File: src/rtl/pc_gen.sv
// Fetch-address generator: valid/ready PC issue with trap/branch redirects,
// misaligned-branch detection and a BOOT/RUN/HALT control machine.
module pc_gen #(
    parameter int unsigned           DATA_WIDTH   = 32,
    parameter logic [DATA_WIDTH-1:0] RESET_VECTOR = '0,
    parameter int unsigned           INSTR_BYTES  = 4
) (
    input  logic                  clk,
    input  logic                  rst,
    input  logic                  pc_ready_i,
    input  logic                  trap_valid_i,
    input  logic [DATA_WIDTH-1:0] trap_target_i,
    input  logic                  branch_valid_i,
    input  logic [DATA_WIDTH-1:0] branch_target_i,
    input  logic                  halt_i,
    input  logic                  resume_i,
    output logic [DATA_WIDTH-1:0] pc_o,
    output logic                  pc_valid_o,
    output logic                  flush_o,
    output logic                  misalign_o,
    output logic [DATA_WIDTH-1:0] misalign_addr_o,
    output logic                  halted_o
);

    localparam logic [DATA_WIDTH-1:0] STEP     = DATA_WIDTH'(INSTR_BYTES);
    localparam logic [DATA_WIDTH-1:0] LOW_MASK = DATA_WIDTH'(INSTR_BYTES - 1);

    typedef enum logic [1:0] {
        S_BOOT = 2'd0,
        S_RUN  = 2'd1,
        S_HALT = 2'd2
    } state_e;

    state_e                  state_q, state_d;
    logic [DATA_WIDTH-1:0]   pc_q, pc_d;
    logic                    misalign_q, misalign_d;
    logic [DATA_WIDTH-1:0]   misalign_addr_q, misalign_addr_d;

    logic [DATA_WIDTH-1:0]   trap_pc;
    logic [DATA_WIDTH-1:0]   pc_adv;
    logic                    br_misaligned;

    // Trap targets are silently aligned; branch targets are checked instead.
    assign trap_pc       = trap_target_i & ~LOW_MASK;
    assign br_misaligned = |(branch_target_i & LOW_MASK);

    // State and registered outputs.
    always_ff @(posedge clk) begin
        if (rst) begin
            state_q         <= S_BOOT;
            pc_q            <= RESET_VECTOR;
            misalign_q      <= 1'b0;
            misalign_addr_q <= '0;
        end else begin
            state_q         <= state_d;
            pc_q            <= pc_d;
            misalign_q      <= misalign_d;
            misalign_addr_q <= misalign_addr_d;
        end
    end

    // Next-state, next-PC and redirect decode; priority trap > branch > halt > advance.
    always_comb begin
        state_d         = state_q;
        pc_d            = pc_q;
        misalign_d      = 1'b0;
        misalign_addr_d = misalign_addr_q;
        flush_o         = 1'b0;
        pc_adv          = pc_ready_i ? (pc_q + STEP) : pc_q;

        case (state_q)
            S_BOOT: begin
                if (trap_valid_i) begin
                    pc_d = trap_pc;
                end
                state_d = S_RUN;
            end
            S_RUN: begin
                if (trap_valid_i) begin
                    pc_d    = trap_pc;
                    flush_o = 1'b1;
                end else if (branch_valid_i && !br_misaligned) begin
                    pc_d    = branch_target_i;
                    flush_o = 1'b1;
                end else if (branch_valid_i) begin
                    pc_d            = pc_adv;
                    misalign_d      = 1'b1;
                    misalign_addr_d = branch_target_i;
                end else if (halt_i) begin
                    pc_d    = pc_adv;
                    state_d = S_HALT;
                end else begin
                    pc_d = pc_adv;
                end
            end
            S_HALT: begin
                if (trap_valid_i) begin
                    pc_d    = trap_pc;
                    flush_o = 1'b1;
                    state_d = S_RUN;
                end else if (resume_i) begin
                    state_d = S_RUN;
                end
            end
            default: begin
                state_d = S_BOOT;
            end
        endcase
    end

    assign pc_o            = pc_q;
    assign pc_valid_o      = (state_q == S_RUN);
    assign halted_o        = (state_q == S_HALT);
    assign misalign_o      = misalign_q;
    assign misalign_addr_o = misalign_addr_q;

endmodule

File: config.mk
export PLATFORM = sky130hd
export DESIGN_NAME = pc_gen
export DESIGN_NICKNAME = d
export VERILOG_FILES = /design/src/rtl/pc_gen.sv
export SDC_FILE = /design/constraint.sdc
export NUM_CORES = 1
export LEC_CHECK = 0
export ABC_AREA = 1
export CORE_MARGIN = 4
export CORE_UTILIZATION = 50
export DETAILED_ROUTE_END_ITERATION = 8
export PLACE_DENSITY = 0.84
export SYNTH_ARGS = -nofsm -noshare
export SYNTH_HDL_FRONTEND = slang
export SYNTH_SLANG_ARGS = --single-unit
File: constraint.sdc
create_clock -name clk -period 2.85 [get_ports clk]
set_input_delay 0.285 -clock clk [delete_from_list [all_inputs] [get_ports clk]]
set_output_delay 0.285 -clock clk [all_outputs]
set_load 0.02 [all_outputs]
* Word level (Yosys, flattened, before mapping)
Cells that the tools add are included.
Cells by class: add/subtract/negate cells 1, equality and inequality tests 9, muxes and demuxes 17, bitwise operators 3, reduce and logical (&&, ||, !) cells 10
Operators with widths (number):
- 32-bit two-way mux | 4
- 32-bit one-hot mux with 2 select lines | 1
- 32-bit by 3-bit adder with 32-bit output (second input constant) | 1
- 2-bit two-way mux | 6
- 2-bit inequality test (second input constant) | 4
- 2-bit one-hot mux with 3 select lines | 1
- 5-bit AND reduction | 1
- 1-bit two-way mux | 4
- 4-bit by 3-bit inequality test with 1-bit output (second input constant) | 1
- 4-bit AND reduction | 1
- 2-bit OR reduction | 2
- 4-bit OR reduction | 1
- 3-bit inequality test (second input constant) | 1
- 1-bit inverter | 3
- 3-bit AND reduction | 1
- 2-bit by 1-bit equality test with 1-bit output (second input constant) | 1
- 2-bit equality test (second input constant) | 1
- 2-bit zero test | 1
- 2-bit by 1-bit inequality test with 1-bit output (second input constant) | 1
- 1-bit one-hot mux with 2 select lines | 1
- 2-bit nonzero test | 1
- 1-bit logical AND | 1
- 1-bit zero test | 1
Storage, ports and cells: register bits 67, output and inout port bits 68, logic and storage cells 44

* Longest topological paths before layout
Gate-level depths: netlist (run 1).
depth in word-level cells 6, gate-level depth with buffers 10

* Least setup slack after synthesis (run 1)
OpenSTA, ideal clock, no wires.
path type register -> register, start register state_q[0], end register pc_q[26], in the netlist pc_o[26], setup time 122 ps, arrival time 1661 ps, setup slack 1067 ps, stages on the path, launching flop included 9, period minus slack after synthesis 1783 ps, path through dfxtp_1 -> inv_1 -> ha_1 -> or2_4 -> nand2_1 -> nand3_4 -> buf_2 -> a21oi_1 -> a21oi_2
Between the ends: longest elaborated chain between the ends 4, elaborated cells between the ends (all ways) 9, those cells by class eq/ne: 4; mux: 1; reduce/logical: 4
RTL lines:
- start, declared | line 34 | state_e state_q, state_d;
- start signal, assigned | line 55 | state_q <= state_d;
- 2-bit equality test *
- via halted_o | line 22 | output logic halted_o
- 2-bit OR reduction (no source line) *
- 2-bit by 1-bit inequality test with 1-bit output (no source line) or 2-bit nonzero test (tied branches)
- 3-bit AND reduction (no source line)
- end signal, assigned | line 56 | pc_q <= pc_d;
- end, declared | line 35 | logic [DATA_WIDTH-1:0] pc_q, pc_d;
Mark *: on every way through the listed nets, which the timed path passes. The rest lies on a longest branch. A chain may end at the register's enable or synchronous reset.

* Final worst setup path (run 1)
start input branch_target_i[0], end output flush_o
Between the ends: longest elaborated chain between the ends 6
RTL lines:
- start, declared | line 14 | input logic [DATA_WIDTH-1:0] branch_target_i,
- 2-bit OR reduction | line 45 | assign br_misaligned = |(branch_target_i & LOW_MASK);
- 1-bit zero test | line 82 | end else if (branch_valid_i && !br_misaligned) begin
- 1-bit logical AND | line 82
- 1-bit two-way mux | line 82
- 1-bit two-way mux | line 79 | if (trap_valid_i) begin
- 1-bit one-hot mux with 2 select lines | line 71 | case (state_q)
- end, declared | line 19 | output logic flush_o,
Every way passes these cells.

==> flow_summary.toml, run 1 <==
[run_status]
status = "completed"

[synthesis]
ys_ff_latch = 67
synthesis.area_um2 = 4060
syn_nets = 690
syn_area_per_cell_um2 = 6.62
ys_seq_area_frac = 0.331
yosysWarnings = 0
yosysUniqueCellTypes = 41
dominantRegCellSynth = "dfxtp_1"
syn-instance-count = 613
synth_edf_count = 0
async_flop_share = 0

[sta]
slew_violations = 0
hold_viol = 0
finClkSkew_ns = 0.0134
setup_viol_count_final = 0
relSlewSlack = 0.337
finalSetupTns_ns = 0
finalCriticalPeriod_ns = 2.42
min_period_over_period = 0.850
rsz0062_at_grt = "no"
fmax_mhz = 413
worst_pin_slew_ns = 0.994

[pwr]
power.internal_mw = 2.35
leakagePower_nw = 2.19
p_switching_mw = 1.87
clkPwrFrac = 0.169
powerDensity_nw_per_um2 = 756
swShare = 0.443
ir_drop_mv = 0.495
p_comb_frac = 0.482
p_seq_frac = 0.348

[clocking]
holdBufCountCts = 0
cts_tree = "built"
clockRootBuffer = "clkbuf_8"
cts_setup_buffers = 0
ctsResizeCount = 0
cts.clk_slew.worst_paths_ns = 0.07
clk_path_buf_depth = 2
cts_buffers = 9
worstSkewPairLatency_ns = 0.34
cts.sinks = 67
htreeDepth = 3

[route]
drc = 0
drt-initial-drc-count = 313
wire_per_inst_um = 15.6
vias = 4609
drt_first_pass_iters = 5
drtAntennaViolNets = 0
viasPerCell = 5.48
drt-total-wl_um = 13100

[cells_and_area]
fin_nets = 811
diodes = 0
nFillCells = 679
syn_to_final_growth_pct = 37.7
drive_above_1_share = 0.0839
finalNonFillerCells = 841

[worst_setup_path]
cp.required_ns = 2.57
r2r_setup_slack_ns = 0.54
start_kind = "input port"
cp.arrival_ns = 2.14
worst-path-max-fanout = 11
critical_path_class = "input port to output port"
end_kind = "output port"

[placed_design]
dpl.hpwl_um = 9710
placed_cells = 825
io_buffer_count = 136
gp_congestion = 0.871

[global_routing]
grt_use_total = 0.268
grt_pass1_vias = 4485
antenna_found_initial = 0
grt_max_degree = 52
grt_first_pass_wirelength_um = 21200
overflow = 0

[floorplanning]
start_util = 0.520
io_pins = 139
dieArea_um2 = 9620
die_x_um = 98.1
row_count = 32
core-area_um2 = 7810
die_h_um = 98.1

[worst_hold_path]
worstHoldPathType = "register to register"

[flow_run]
cap_violations = 0
## worst paths after layout
check	start	end	depth (start not counted)
worst min register to register	misalign_addr_o[14]	misalign_addr_o[14]	2
worst min-delay path	misalign_addr_o[14]	misalign_addr_o[14]	2
worst max-delay path	branch_target_i[0]	flush_o	7
worst max register to register	state_q[0]	pc_o[28]	8
## state kept, by name, indices dropped and copies added (netlist names)
signal and flops:
pc_o 32, misalign_addr_o 32, misalign_o 1, state_q 2
## Yosys cell counts (2+ instances only)
master	count	share of area
nand4_1	2	0.0031
nor2_1	37	0.034
xnor2_1	3	0.0065
inv_1	47	0.043
o21ai_0	63	0.078
ha_1	6	0.019
nand2_1	165	0.15
nor2_2	6	0.0093
or2_2	2	0.0031
inv_2	4	0.0037
o21ai_1	8	0.0099
nand3_1	33	0.041
nand3_4	2	0.0086
o21bai_1	8	0.015
buf_4	4	0.0074
nand2_4	4	0.011
dfxtp_1	67	0.33
clkinv_1	2	0.0019
nor2_4	7	0.019
a21oi_1	85	0.10
clkbuf_1	13	0.012
buf_2	10	0.012
a21oi_2	6	0.013
buf_6	3	0.0083
a31oi_1	3	0.0046
nand2_2	5	0.0077
nand3b_1	3	0.0056
xor2_1	2	0.0043
## power groups by stage
stage / Combinational [mW] / Clock, mW / Sequential (mW)
after global routing: 2.24 / 0.768 / 1.51
after global placement: 1.98 / 0 / 1.47
after detailed placement: 2.02 / 0 / 1.48
after CTS: 2.03 / 0.729 / 1.46
after floorplan: 1.06 / 0 / 1.66
final: 2.04 / 0.715 / 1.47
## logic make-up after synthesis
group	after synthesis	share of synthesized area
xor gates and xnor gates	5	0.0108
and+or+nand+nor	272	0.315
adders and majority gates	6	0.0185
buffers and inverters	86	0.0928
DFF	67	0.331
AOI/OAI and AO/OA	177	0.233
## cell usage in the layout (no fill, tap or decap), types with 2 or more instances in the layout
cell type and instances:
nor2_2 6, a21oi_1 85, buf_4 5, nor2_4 7
nand2_1 165, clkinv_2 3, nand2_4 4, nand2_2 5
a31oi_1 3, nand4_1 2, nand3b_1 3, inv_1 47
or2_2 2, nand3_1 33, nand3_4 2, clkbuf_8 10
ha_1 6, o21bai_1 8, clkinv_1 2, clkbuf_1 2
xor2_1 2, o21ai_1 8, nor2_1 37, xnor2_1 3
a21oi_2 6, clkdlybuf4s50_1 136, dfxtp_1 67, inv_2 4
o21ai_0 63
## metrics by stage
step                      hold slack, ns   util  setup WS, ns  cell area, um^2  total power, mW
after detailed placement           0.457  0.694         0.443             5420             3.50
after global placement             0.444  0.694         0.494             5420             3.45
after CTS                          0.468  0.716         0.421             5590             4.22
after global routing               0.486  0.716         0.320             5590             4.52
after floorplan                    0.428      -          1.07             4060             2.72
final                              0.464  0.716         0.427             5590             4.22
## routing by layer
layer  share of wire  routed length [um]  GRT usage
met3           0.069                 908     0.0529
met5               0                   0          0
met4           0.016                 214     0.0788
met1            0.43                5610      0.343
met2            0.49                6370      0.455
## critical path, cell delays in order
cell and delay [ns]:
clkdlybuf4s50_1 0.44, nor2_1 0.21, nand2_2 0.10, inv_2 0.21, nor2_2 0.07, nor3b_1 0.18, clkdlybuf4s50_1 0.64
## cell type report
class	instances	area [um^2]	area share
inverter	55	210	0.0376
sequential	67	1340	0.240
timing repair buffer	141	1400	0.250
multi-input combinational	460	2340	0.419
tap	102	128	0.0228
clock inverter	4	26.3	0.00470
clock buffer	12	145	0.0260
Power figures use the tool's default switching activity.
==> inputs of run 2 (changes only) <==
--- a/config.mk
+++ b/config.mk
@@ -10,6 +10,7 @@
 export CORE_UTILIZATION = 50
 export DETAILED_ROUTE_END_ITERATION = 8
 export PLACE_DENSITY = 0.84
+export RECOVER_POWER = 100
 export SYNTH_ARGS = -nofsm -noshare
 export SYNTH_HDL_FRONTEND = slang
 export SYNTH_SLANG_ARGS = --single-unit
==> flow_summary.toml, run 2 (same netlist as run 1, synthesis figures left out) <==
[floorplanning]
start_util = 0.520
core-area_um2 = 7810
row_count = 32
dieArea_um2 = 9620
die_x_um = 98.1
io_pins = 139
die_h_um = 98.1

[cells_and_area]
syn_to_final_growth_pct = 37.6
fin_nets = 811
final_common_cell = "nand2_1"
nFillCells = 681
layout_common_cells = "nand2_1 (165), a21oi_1 (85), o21ai_0 (69)"
drive_above_1_share = 0.0798
seqCellArea_um2 = 1340
diodes = 0
multi_input_area_um2 = 2330

[clocking]
cts_setup_buffers = 0
clk_path_buf_depth = 2
htreeDepth = 3
cts.sinks = 67
holdBufCountCts = 0
ctsResizeCount = 0
cts.clk_slew.worst_paths_ns = 0.08
worstSkewPairLatency_ns = 0.34
cts_buffers = 9
clockRootBuffer = "clkbuf_8"
cts_tree = "built"

[placed_design]
place_ws_ns = 0.443
dpl.hpwl_um = 9710
gp_congestion = 0.871
io_buffer_count = 136

[route]
drt-total-wl_um = 13100
drt_first_pass_iters = 5
drc = 0
drt-initial-drc-count = 308
vias = 4576
drtAntennaViolNets = 0
wire_per_inst_um = 15.6
viasPerCell = 5.44

[global_routing]
grt.busiest_layer = "met2"
met3_usage = 0.0529
overflow = 0
antenna_found_initial = 0
grt_use_total = 0.268
use_met1 = 0.343
grt_max_degree = 52
grt_util_met2 = 0.455
grt_first_pass_wirelength_um = 21200
grt_pass1_vias = 4485

[sta]
setup_viol_count_final = 0
finClkSkew_ns = 0.0126
fin_ws_ns = 0.271
relSlewSlack = 0.293
finalCriticalPeriod_ns = 2.58
min_period_over_period = 0.905
worst_pin_slew_ns = 1.06
slew_violations = 0
hold_viol = 0
finalSetupTns_ns = 0
rsz0062_at_grt = "no"
fmax_mhz = 388

[pwr]
powerDensity_nw_per_um2 = 738
p_total_mw = 4.12
ir_drop_mv = 0.481
leakagePower_nw = 2.38

[flow_run]
cap_violations = 0

[run_status]
status = "completed"

[worst_hold_path]
worstHoldPathType = "register to register"

[worst_setup_path]
cp.required_ns = 2.57
cp.arrival_ns = 2.29
worst-path-max-fanout = 11
start_kind = "input port"
critical_path_class = "input port to output port"
end_kind = "output port"
-- run 2: cell types whose count changed in the layout (fill, tap and decap cells not counted), sizes merged --
cell           delta
buf               -1
clkbuf            +1
clkdlybuf4s50    -68
dlygate4sd3      +68
-- run 2: cell type report --
cell class | instances | share of cell area
clock buffers | 12 | 0.0260
clock inverters | 4 | 0.00471
inverters | 55 | 0.0377
multi-input cells | 460 | 0.418
flip-flops and latches | 67 | 0.240
well taps | 102 | 0.0229
repair buffers | 141 | 0.250
-- run 2: worst paths after layout --
kind                                       endpoint  slack [ns]  cells after the start                 from
worst max-delay path                        flush_o        0.27                      7   branch_target_i[0]
worst min-delay path            misalign_addr_o[22]        0.46                      2  misalign_addr_o[22]
worst max register to register             pc_o[11]        0.44                      8           state_q[0]
worst min register to register  misalign_addr_o[22]        0.46                      2  misalign_addr_o[22]
-- run 2: critical path, cell delays in order --
cell and delay, ns:
dlygate4sd3_1 0.57, nor2_1 0.21, nand2_2 0.11, inv_2 0.20
nor2_1 0.10, nor3b_1 0.19, clkdlybuf4s50_1 0.63
-- run 2: power by group --
group          leakage, nW  internal, mW  total, mW  switching (mW)
clock network       0.0863         0.339      0.717           0.378
logic                 1.74         0.764       1.94            1.18
registers            0.548          1.16       1.46           0.305
total                 2.38          2.26       4.12            1.86
-- run 2: routing by layer --
metal	vias up	wire length [um]
met5	-	0
met4	0	255
met3	25	876
met2	164	6320
met1	2126	5690
li1	2261	-
-- run 2: stage by stage --
step,hold WS (ns),std cells,utilization,area (um^2)
finish,0.463,841,0.715,5580
global route,0.482,841,0.715,5580
CTS,0.468,841,0.716,5590
detailed placement,0.457,825,0.694,5420
global placement,0.444,825,0.694,5420
floorplan,0.428,613,-,4060
